`src/rtl/can_frame_monitor.sv`:
```
// Passive CAN 2.0A/B frame decoder: bit timing recovery, destuffing, CRC/form/stuff checks,
// one-cycle frame record or error pulse per frame. Never drives the bus.
module can_frame_monitor #(
  parameter int unsigned CLOCKS_PER_BIT = 40,
  parameter int unsigned SAMPLE_POINT   = 34
) (
  input  logic        clk,
  input  logic        rst_n,
  input  logic        rx,
  output logic        frame_valid,
  output logic [28:0] frame_id,
  output logic        frame_ide,
  output logic        frame_rtr,
  output logic [3:0]  frame_dlc,
  output logic [63:0] frame_data,
  output logic        frame_acked,
  output logic        error_pulse,
  output logic [2:0]  error_code,
  output logic        busy
);

  typedef enum logic [3:0] {
    S_IDLE_WAIT, S_IDLE, S_ARB, S_EXT, S_CTRL, S_DATA,
    S_CRC, S_CRC_DEL, S_ACK, S_ACK_DEL, S_EOF
  } state_t;

  function automatic logic [14:0] crc_step(input logic [14:0] c, input logic b);
    crc_step = {c[13:0], 1'b0} ^ ((b ^ c[14]) ? 15'h4599 : 15'h0000);
  endfunction

  logic       rx_s1, rx_s2, rx_prev;
  logic [9:0] cnt;
  logic       fall, sample;

  assign fall   = rx_prev & ~rx_s2;
  assign sample = (cnt == 10'(SAMPLE_POINT)) && !fall;

  always_ff @(posedge clk or negedge rst_n) begin
    if (!rst_n) begin
      rx_s1   <= 1'b1;
      rx_s2   <= 1'b1;
      rx_prev <= 1'b1;
      cnt     <= '0;
    end else begin
      rx_s1   <= rx;
      rx_s2   <= rx_s1;
      rx_prev <= rx_s2;
      if (fall || cnt == 10'(CLOCKS_PER_BIT - 1)) cnt <= '0;
      else                                        cnt <= cnt + 10'd1;
    end
  end

  state_t      state, state_n;
  logic [5:0]  bit_idx, bit_idx_n;
  logic [2:0]  run_len, run_len_n;
  logic        last_bit, last_bit_n;
  logic [14:0] crc, crc_n, crc_rx, crc_rx_n;
  logic [10:0] id_base, id_base_n;
  logic [17:0] id_ext, id_ext_n;
  logic        rtr, rtr_n, ide, ide_n, acked, acked_n;
  logic [3:0]  dlc, dlc_n, idle_cnt, idle_cnt_n;
  logic [63:0] data, data_n;

  logic        frame_valid_n, frame_ide_n, frame_rtr_n, frame_acked_n, error_pulse_n, busy_n;
  logic [28:0] frame_id_n;
  logic [3:0]  frame_dlc_n;
  logic [63:0] frame_data_n;
  logic [2:0]  error_code_n;

  logic        in_stuff, is_stuff, err;
  logic [2:0]  err_code;
  logic [3:0]  nbytes;
  logic [3:0]  dlc_shift;

  assign nbytes    = (dlc > 4'd8) ? 4'd8 : dlc;
  assign dlc_shift = {dlc[2:0], rx_s2};

  always_comb begin
    state_n      = state;
    bit_idx_n    = bit_idx;
    run_len_n    = run_len;
    last_bit_n   = last_bit;
    crc_n        = crc;
    crc_rx_n     = crc_rx;
    id_base_n    = id_base;
    id_ext_n     = id_ext;
    rtr_n        = rtr;
    ide_n        = ide;
    dlc_n        = dlc;
    data_n       = data;
    acked_n      = acked;
    idle_cnt_n   = idle_cnt;
    frame_valid_n = 1'b0;
    frame_id_n    = frame_id;
    frame_ide_n   = frame_ide;
    frame_rtr_n   = frame_rtr;
    frame_dlc_n   = frame_dlc;
    frame_data_n  = frame_data;
    frame_acked_n = frame_acked;
    error_pulse_n = 1'b0;
    error_code_n  = error_code;
    busy_n        = busy;
    err           = 1'b0;
    err_code      = 3'd0;
    in_stuff      = state inside {S_ARB, S_EXT, S_CTRL, S_DATA, S_CRC};
    // A stuff bit may still be due right after the last CRC bit, before the delimiter
    is_stuff      = (in_stuff || state == S_CRC_DEL) && run_len == 3'd5;

    if (sample) begin
      if (is_stuff) begin
        if (rx_s2 == last_bit) begin
          err      = 1'b1;
          err_code = 3'd1;
        end else begin
          last_bit_n = rx_s2;
          run_len_n  = 3'd1;
        end
      end else begin
        if (in_stuff) begin
          if (rx_s2 == last_bit) run_len_n = run_len + 3'd1;
          else begin
            run_len_n  = 3'd1;
            last_bit_n = rx_s2;
          end
        end
        if (state inside {S_ARB, S_EXT, S_CTRL, S_DATA}) crc_n = crc_step(crc, rx_s2);
        case (state)
          S_IDLE_WAIT: begin
            if (!rx_s2) idle_cnt_n = '0;
            else if (idle_cnt == 4'd10) begin
              idle_cnt_n = '0;
              state_n    = S_IDLE;
            end else idle_cnt_n = idle_cnt + 4'd1;
          end
          S_IDLE: begin
            if (!rx_s2) begin
              state_n    = S_ARB;
              busy_n     = 1'b1;
              crc_n      = crc_step('0, 1'b0);
              last_bit_n = 1'b0;
              run_len_n  = 3'd1;
              bit_idx_n  = '0;
              id_base_n  = '0;
              id_ext_n   = '0;
              rtr_n      = 1'b0;
              ide_n      = 1'b0;
              dlc_n      = '0;
              data_n     = '0;
              acked_n    = 1'b0;
            end
          end
          S_ARB: begin
            bit_idx_n = bit_idx + 6'd1;
            if (bit_idx < 6'd11) id_base_n = {id_base[9:0], rx_s2};
            else if (bit_idx == 6'd11) rtr_n = rx_s2;
            else begin
              ide_n     = rx_s2;
              bit_idx_n = '0;
              state_n   = rx_s2 ? S_EXT : S_CTRL;
            end
          end
          S_EXT: begin
            bit_idx_n = bit_idx + 6'd1;
            if (bit_idx < 6'd18) id_ext_n = {id_ext[16:0], rx_s2};
            else if (bit_idx == 6'd18) rtr_n = rx_s2;
            else begin
              bit_idx_n = '0;
              state_n   = S_CTRL;
            end
          end
          S_CTRL: begin
            bit_idx_n = bit_idx + 6'd1;
            if (bit_idx != 6'd0) dlc_n = dlc_shift;
            if (bit_idx == 6'd4) begin
              bit_idx_n = '0;
              state_n   = (rtr || dlc_shift == 4'd0) ? S_CRC : S_DATA;
            end
          end
          S_DATA: begin
            data_n[6'd63 - bit_idx] = rx_s2;
            bit_idx_n = bit_idx + 6'd1;
            if ({1'b0, bit_idx} == 7'({nbytes, 3'b000}) - 7'd1) begin
              bit_idx_n = '0;
              state_n   = S_CRC;
            end
          end
          S_CRC: begin
            crc_rx_n  = {crc_rx[13:0], rx_s2};
            bit_idx_n = bit_idx + 6'd1;
            if (bit_idx == 6'd14) begin
              bit_idx_n = '0;
              state_n   = S_CRC_DEL;
            end
          end
          S_CRC_DEL: begin
            if (crc_rx != crc) begin
              err      = 1'b1;
              err_code = 3'd2;
            end else if (!rx_s2) begin
              err      = 1'b1;
              err_code = 3'd3;
            end else state_n = S_ACK;
          end
          S_ACK: begin
            acked_n = !rx_s2;
            state_n = S_ACK_DEL;
          end
          S_ACK_DEL: begin
            if (!rx_s2) begin
              err      = 1'b1;
              err_code = 3'd3;
            end else begin
              bit_idx_n = '0;
              state_n   = S_EOF;
            end
          end
          S_EOF: begin
            if (!rx_s2) begin
              err      = 1'b1;
              err_code = 3'd3;
            end else if (bit_idx == 6'd6) begin
              frame_valid_n = 1'b1;
              busy_n        = 1'b0;
              frame_id_n    = ide ? {id_base, id_ext} : {18'b0, id_base};
              frame_ide_n   = ide;
              frame_rtr_n   = rtr;
              frame_dlc_n   = dlc;
              frame_data_n  = data;
              frame_acked_n = acked;
              state_n       = S_IDLE;
            end else bit_idx_n = bit_idx + 6'd1;
          end
          default: state_n = S_IDLE_WAIT;
        endcase
      end
    end

    if (err) begin
      error_pulse_n = 1'b1;
      error_code_n  = err_code;
      busy_n        = 1'b0;
      idle_cnt_n    = '0;
      state_n       = S_IDLE_WAIT;
    end
  end

  always_ff @(posedge clk or negedge rst_n) begin
    if (!rst_n) begin
      state       <= S_IDLE_WAIT;
      bit_idx     <= '0;
      run_len     <= '0;
      last_bit    <= 1'b1;
      crc         <= '0;
      crc_rx      <= '0;
      id_base     <= '0;
      id_ext      <= '0;
      rtr         <= 1'b0;
      ide         <= 1'b0;
      dlc         <= '0;
      data        <= '0;
      acked       <= 1'b0;
      idle_cnt    <= '0;
      frame_valid <= 1'b0;
      frame_id    <= '0;
      frame_ide   <= 1'b0;
      frame_rtr   <= 1'b0;
      frame_dlc   <= '0;
      frame_data  <= '0;
      frame_acked <= 1'b0;
      error_pulse <= 1'b0;
      error_code  <= '0;
      busy        <= 1'b0;
    end else begin
      state       <= state_n;
      bit_idx     <= bit_idx_n;
      run_len     <= run_len_n;
      last_bit    <= last_bit_n;
      crc         <= crc_n;
      crc_rx      <= crc_rx_n;
      id_base     <= id_base_n;
      id_ext      <= id_ext_n;
      rtr         <= rtr_n;
      ide         <= ide_n;
      dlc         <= dlc_n;
      data        <= data_n;
      acked       <= acked_n;
      idle_cnt    <= idle_cnt_n;
      frame_valid <= frame_valid_n;
      frame_id    <= frame_id_n;
      frame_ide   <= frame_ide_n;
      frame_rtr   <= frame_rtr_n;
      frame_dlc   <= frame_dlc_n;
      frame_data  <= frame_data_n;
      frame_acked <= frame_acked_n;
      error_pulse <= error_pulse_n;
      error_code  <= error_code_n;
      busy        <= busy_n;
    end
  end

endmodule
```
`config.mk`:
```
export PLATFORM = sky130hd
export DESIGN_NAME = can_frame_monitor
export DESIGN_NICKNAME = d
export VERILOG_FILES = /design/src/rtl/can_frame_monitor.sv
export SDC_FILE = /design/constraint.sdc
export NUM_CORES = 1
export LEC_CHECK = 0
export CAP_MARGIN = 20
export CORE_AREA = 2 2 156 158
export DETAILED_ROUTE_END_ITERATION = 6
export DIE_AREA = 0 0 158 160
export GPL_TIMING_DRIVEN = 0
export HOLD_SLACK_MARGIN = 0.15
export PLACE_DENSITY = 0.75
export SETUP_SLACK_MARGIN = 0.02
export SYNTH_ARGS = -nofsm -noshare
export SYNTH_HDL_FRONTEND = slang
export SYNTH_SLANG_ARGS = --single-unit
```
`constraint.sdc`:
```
create_clock -name clk -period 2.5 [get_ports clk]
set_clock_uncertainty 0.15 [all_clocks]
set_input_delay 0.5 -clock clk [delete_from_list [all_inputs] [get_ports clk]]
set_output_delay 0.5 -clock clk [all_outputs]
set_load 0.01 [all_outputs]
```
==> impl_metrics.ini <==
[floorplan]
die_area_um2 = 25300
ioPinCount = 109
die_w_um = 158
rows = 57
start_util_pct = 50.6
fp.dieH_um = 160
core_um2 = 23800

[setup_path]
worstSetupEndpointType = flop
timing.rr.end = state[0]$_DFFE_PN0P_
crit_arrival_ns = 2.79
r2r_cells = 8
cp.required_ns = 2.80
critical_path.endpoint = state[0]$_DFFE_PN0P_
startpoint_type = flop
critPathLaunch = dlc[0]$_DFFE_PN0P_
path_class = flop to flop
r2r-start = dlc[0]$_DFFE_PN0P_
reg2reg_slack_ns = 0.01
critPathMaxFanout = 6

[synth]
synth_top_family_by_area = simple AND/OR/NAND/NOR gates
synth_compound_area_share_pct = 15.7
ys.flop_type = dfrtp_1
synth_edf_count = 0
syn-num-nets = 1299
synth-xor-area-share_pct = 2.47
synth_warnings = 0
yosys_register_bits = 266
muxShareOfSynthArea_pct = 3.90
yosys.area_share.simple_pct = 17.5
syn_area_um2 = 12100
async_flop_share_pct = 100
syn_inst = 1284
ys_seq_area_share_pct = 55.2
syn_avg_cell_area_um2 = 9.39
synth_cell_types = 71
synthAdderAreaFrac_pct = 1.24

[global_route]
antenna_found_initial = 1
overflow = 0
grt_max_degree = 120
grt_pass1_vias = 9635
grt_util_all_layers_pct = 24.3
grt_pass1_wl_um = 49600

[outcome]
status = complete, no violations

[placement]
globalplace.congestion = 0.930
io_buffers = 107
pre_cts_ws_ns = -0.474
dp_hpwl_um = 20500
dpl.cell_count = 1720

[timing]
max_slew_margin_pct = 31.5
hold_violations = 0
slew_viol_final = 0
fmax_ghz = 0.402
setup_viol = 0
fin_crit_ns = 2.49
fin_ws_ns = 0.00994
rsz0062_at_grt = yes
worst_slew_pin_slew_ns = 1.02
period_share_pct = 99.6

[cts]
clockBufferDepth = 3
clock_sinks = 266
clock-root-buffer = clkbuf_16
clk_pin_slew_worst_paths_ns = 0.06
cts_max_level = 1
cts_tree = done
numCtsBuffers = 27
clk_latency_ns = 0.52

[drt]
first_pass_iters = 5
wl_um = 30600
num_vias = 10002
wl_per_cell_um = 17.0
ant_nets = 0
drtIter0Drc = 753
drcViolationCount = 0
via_per_inst = 5.56

[cells_and_area]
insertedDiodeCount = 0
post-route-util_pct = 63.4
nNetsFinal = 1470
syn_to_final_growth_pct = 25.3
seqCellArea_um2 = 6660
multi_input_area_um2 = 5120
drive_above_1_share_pct = 14.2
final_cells = 1799
fill_cells = 1932

[power]
ir_worst_vdd_mv = 0.499
p_leak_uw = 0.00724
power_density_nw_per_um2 = 577
total_power_uw = 8710

[hold_path]
min_path_type = flop to flop

[flow_run]
drv_cap = 0
per-stage QoR:
stage               hold slack (ns)  TNS [ns]  area (um^2)
floorplan                    0.0544         0        12100
global placement              0.195  -2830.62        13500
detailed placement            0.200    -50.28        13600
CTS                           0.209   -0.0185        14800
global route                  0.213    -0.110        15100
finish                        0.208         0        15100
routing by layer:
metal	track usage, %	vias up	routed length [um]
met1	35.8	4836	13700
met5	0	-	15
met4	7.82	2	894
li1	-	4728	-
met2	36.1	360	13800
met3	4.97	76	2280
sequential cells by signal, summed over array words and instances, names as in the netlist, 6 cells and up:
| register | cells |
|---|---|
| data | 64 |
| id_base | 11 |
| frame_id | 29 |
| bit_idx | 6 |
| crc | 15 |
| cnt | 10 |
| id_ext | 18 |
| frame_data | 64 |
| crc_rx | 15 |
cells in the final DEF, fill, tap and decap left out, types with 14 or more instances in the layout:
cell type        synthesis  layout
mux2i_1                 29      28
dfrtp_1                262     261
clkdlybuf4s50_1          0     106
xor2_1                  20      20
o21ai_0                197     179
nor2_1                  55      52
mux2_2                  16      16
clkbuf_2                 5      16
clkbuf_1                32      19
inv_1                   20      18
nand3_1                 22      20
a22o_1                  17      17
o21ai_1                  1      18
nand2_1                328     326
a21oi_1                 88      85
clkbuf_16                0      27
buf_2                   21      19
xnor2_1                 14      14
buf_4                    7      38
area by class of cell:
cell class                 count  share of cell area [%]
buffer                        77                    3.15
clock buffer                  38                    5.01
clock inverter                11                    1.08
inverter                      24                   0.654
multi-input combinational    915                    33.9
sequential                   266                    44.1
tap                          324                    2.68
timing repair buffer         144                    9.44
how the worst min path moves through the flow:
stage,cells after the start,start,end
after floorplan,0,rst_n,acked$_DFFE_PN0P_
after global placement,0,rx_s1$_DFF_PN1_,rx_s2$_DFF_PN1_
after detailed placement,0,rx_s1$_DFF_PN1_,rx_s2$_DFF_PN1_
after CTS,0,rx_s1$_DFF_PN1_,rx_s2$_DFF_PN1_
after global routing,0,rx_s1$_DFF_PN1_,rx_s2$_DFF_PN1_
final,0,rx_s1$_DFF_PN1_,rx_s2$_DFF_PN1_
logic make-up after synthesis:
| family | Yosys count |
|---|---|
| multiplexers | 45 |
| AND/OR/NAND/NOR | 481 |
| flip-flops | 266 |
| XOR/XNOR | 34 |
| AO/OA/AOI/OAI | 342 |
| buffers and inverters | 103 |
| other | 1 |
| adder cells (fa/ha/maj) | 12 |
timing repair:
item,CTS,global route
endpoints found under the hold margin,73,0
setup buffers,8,21
hold buffers,1,0
pin swaps,3,4
resized for setup,36,94
setup endpoints to repair,214,223
cloned,1,1
report_power, final:
group          switching, uW  leakage [uW]  internal (uW)
registers               34.6       0.00370           4330
clock network           1640      0.000442           2520
logic                    131       0.00310           57.9
total                   1800       0.00724           6910
synthesized netlist by cell type (7+ instances only):
master / count / area (um^2)
a21oi_1: 88 / 440
mux2_2: 16 / 180
buf_1: 10 / 37.5
ha_1: 12 / 150
o21ai_0: 197 / 986
clkbuf_1: 32 / 120
a22o_1: 17 / 149
or3_1: 9 / 56.3
xor2_1: 20 / 175
xnor2_1: 14 / 123
nor2_1: 55 / 206
buf_4: 7 / 52.6
nand2_1: 328 / 1230
nand2b_1: 8 / 50.1
buf_2: 21 / 105
inv_1: 20 / 75.1
nor3_1: 11 / 55.1
dfrtp_1: 262 / 6560
mux2i_1: 29 / 290
nand3_1: 22 / 110
worst max-delay path, stage by stage (launching register included):
cell      delay (ns)
dfrtp_1         0.44
nand2b_1        0.13
ha_1            0.31
xor2_1          0.15
a41oi_1         0.22
nor3_2          0.25
nand4b_2        0.23
or3_1           0.41
a21oi_1         0.13
No activity file was read; power rests on OpenSTA's default activity.
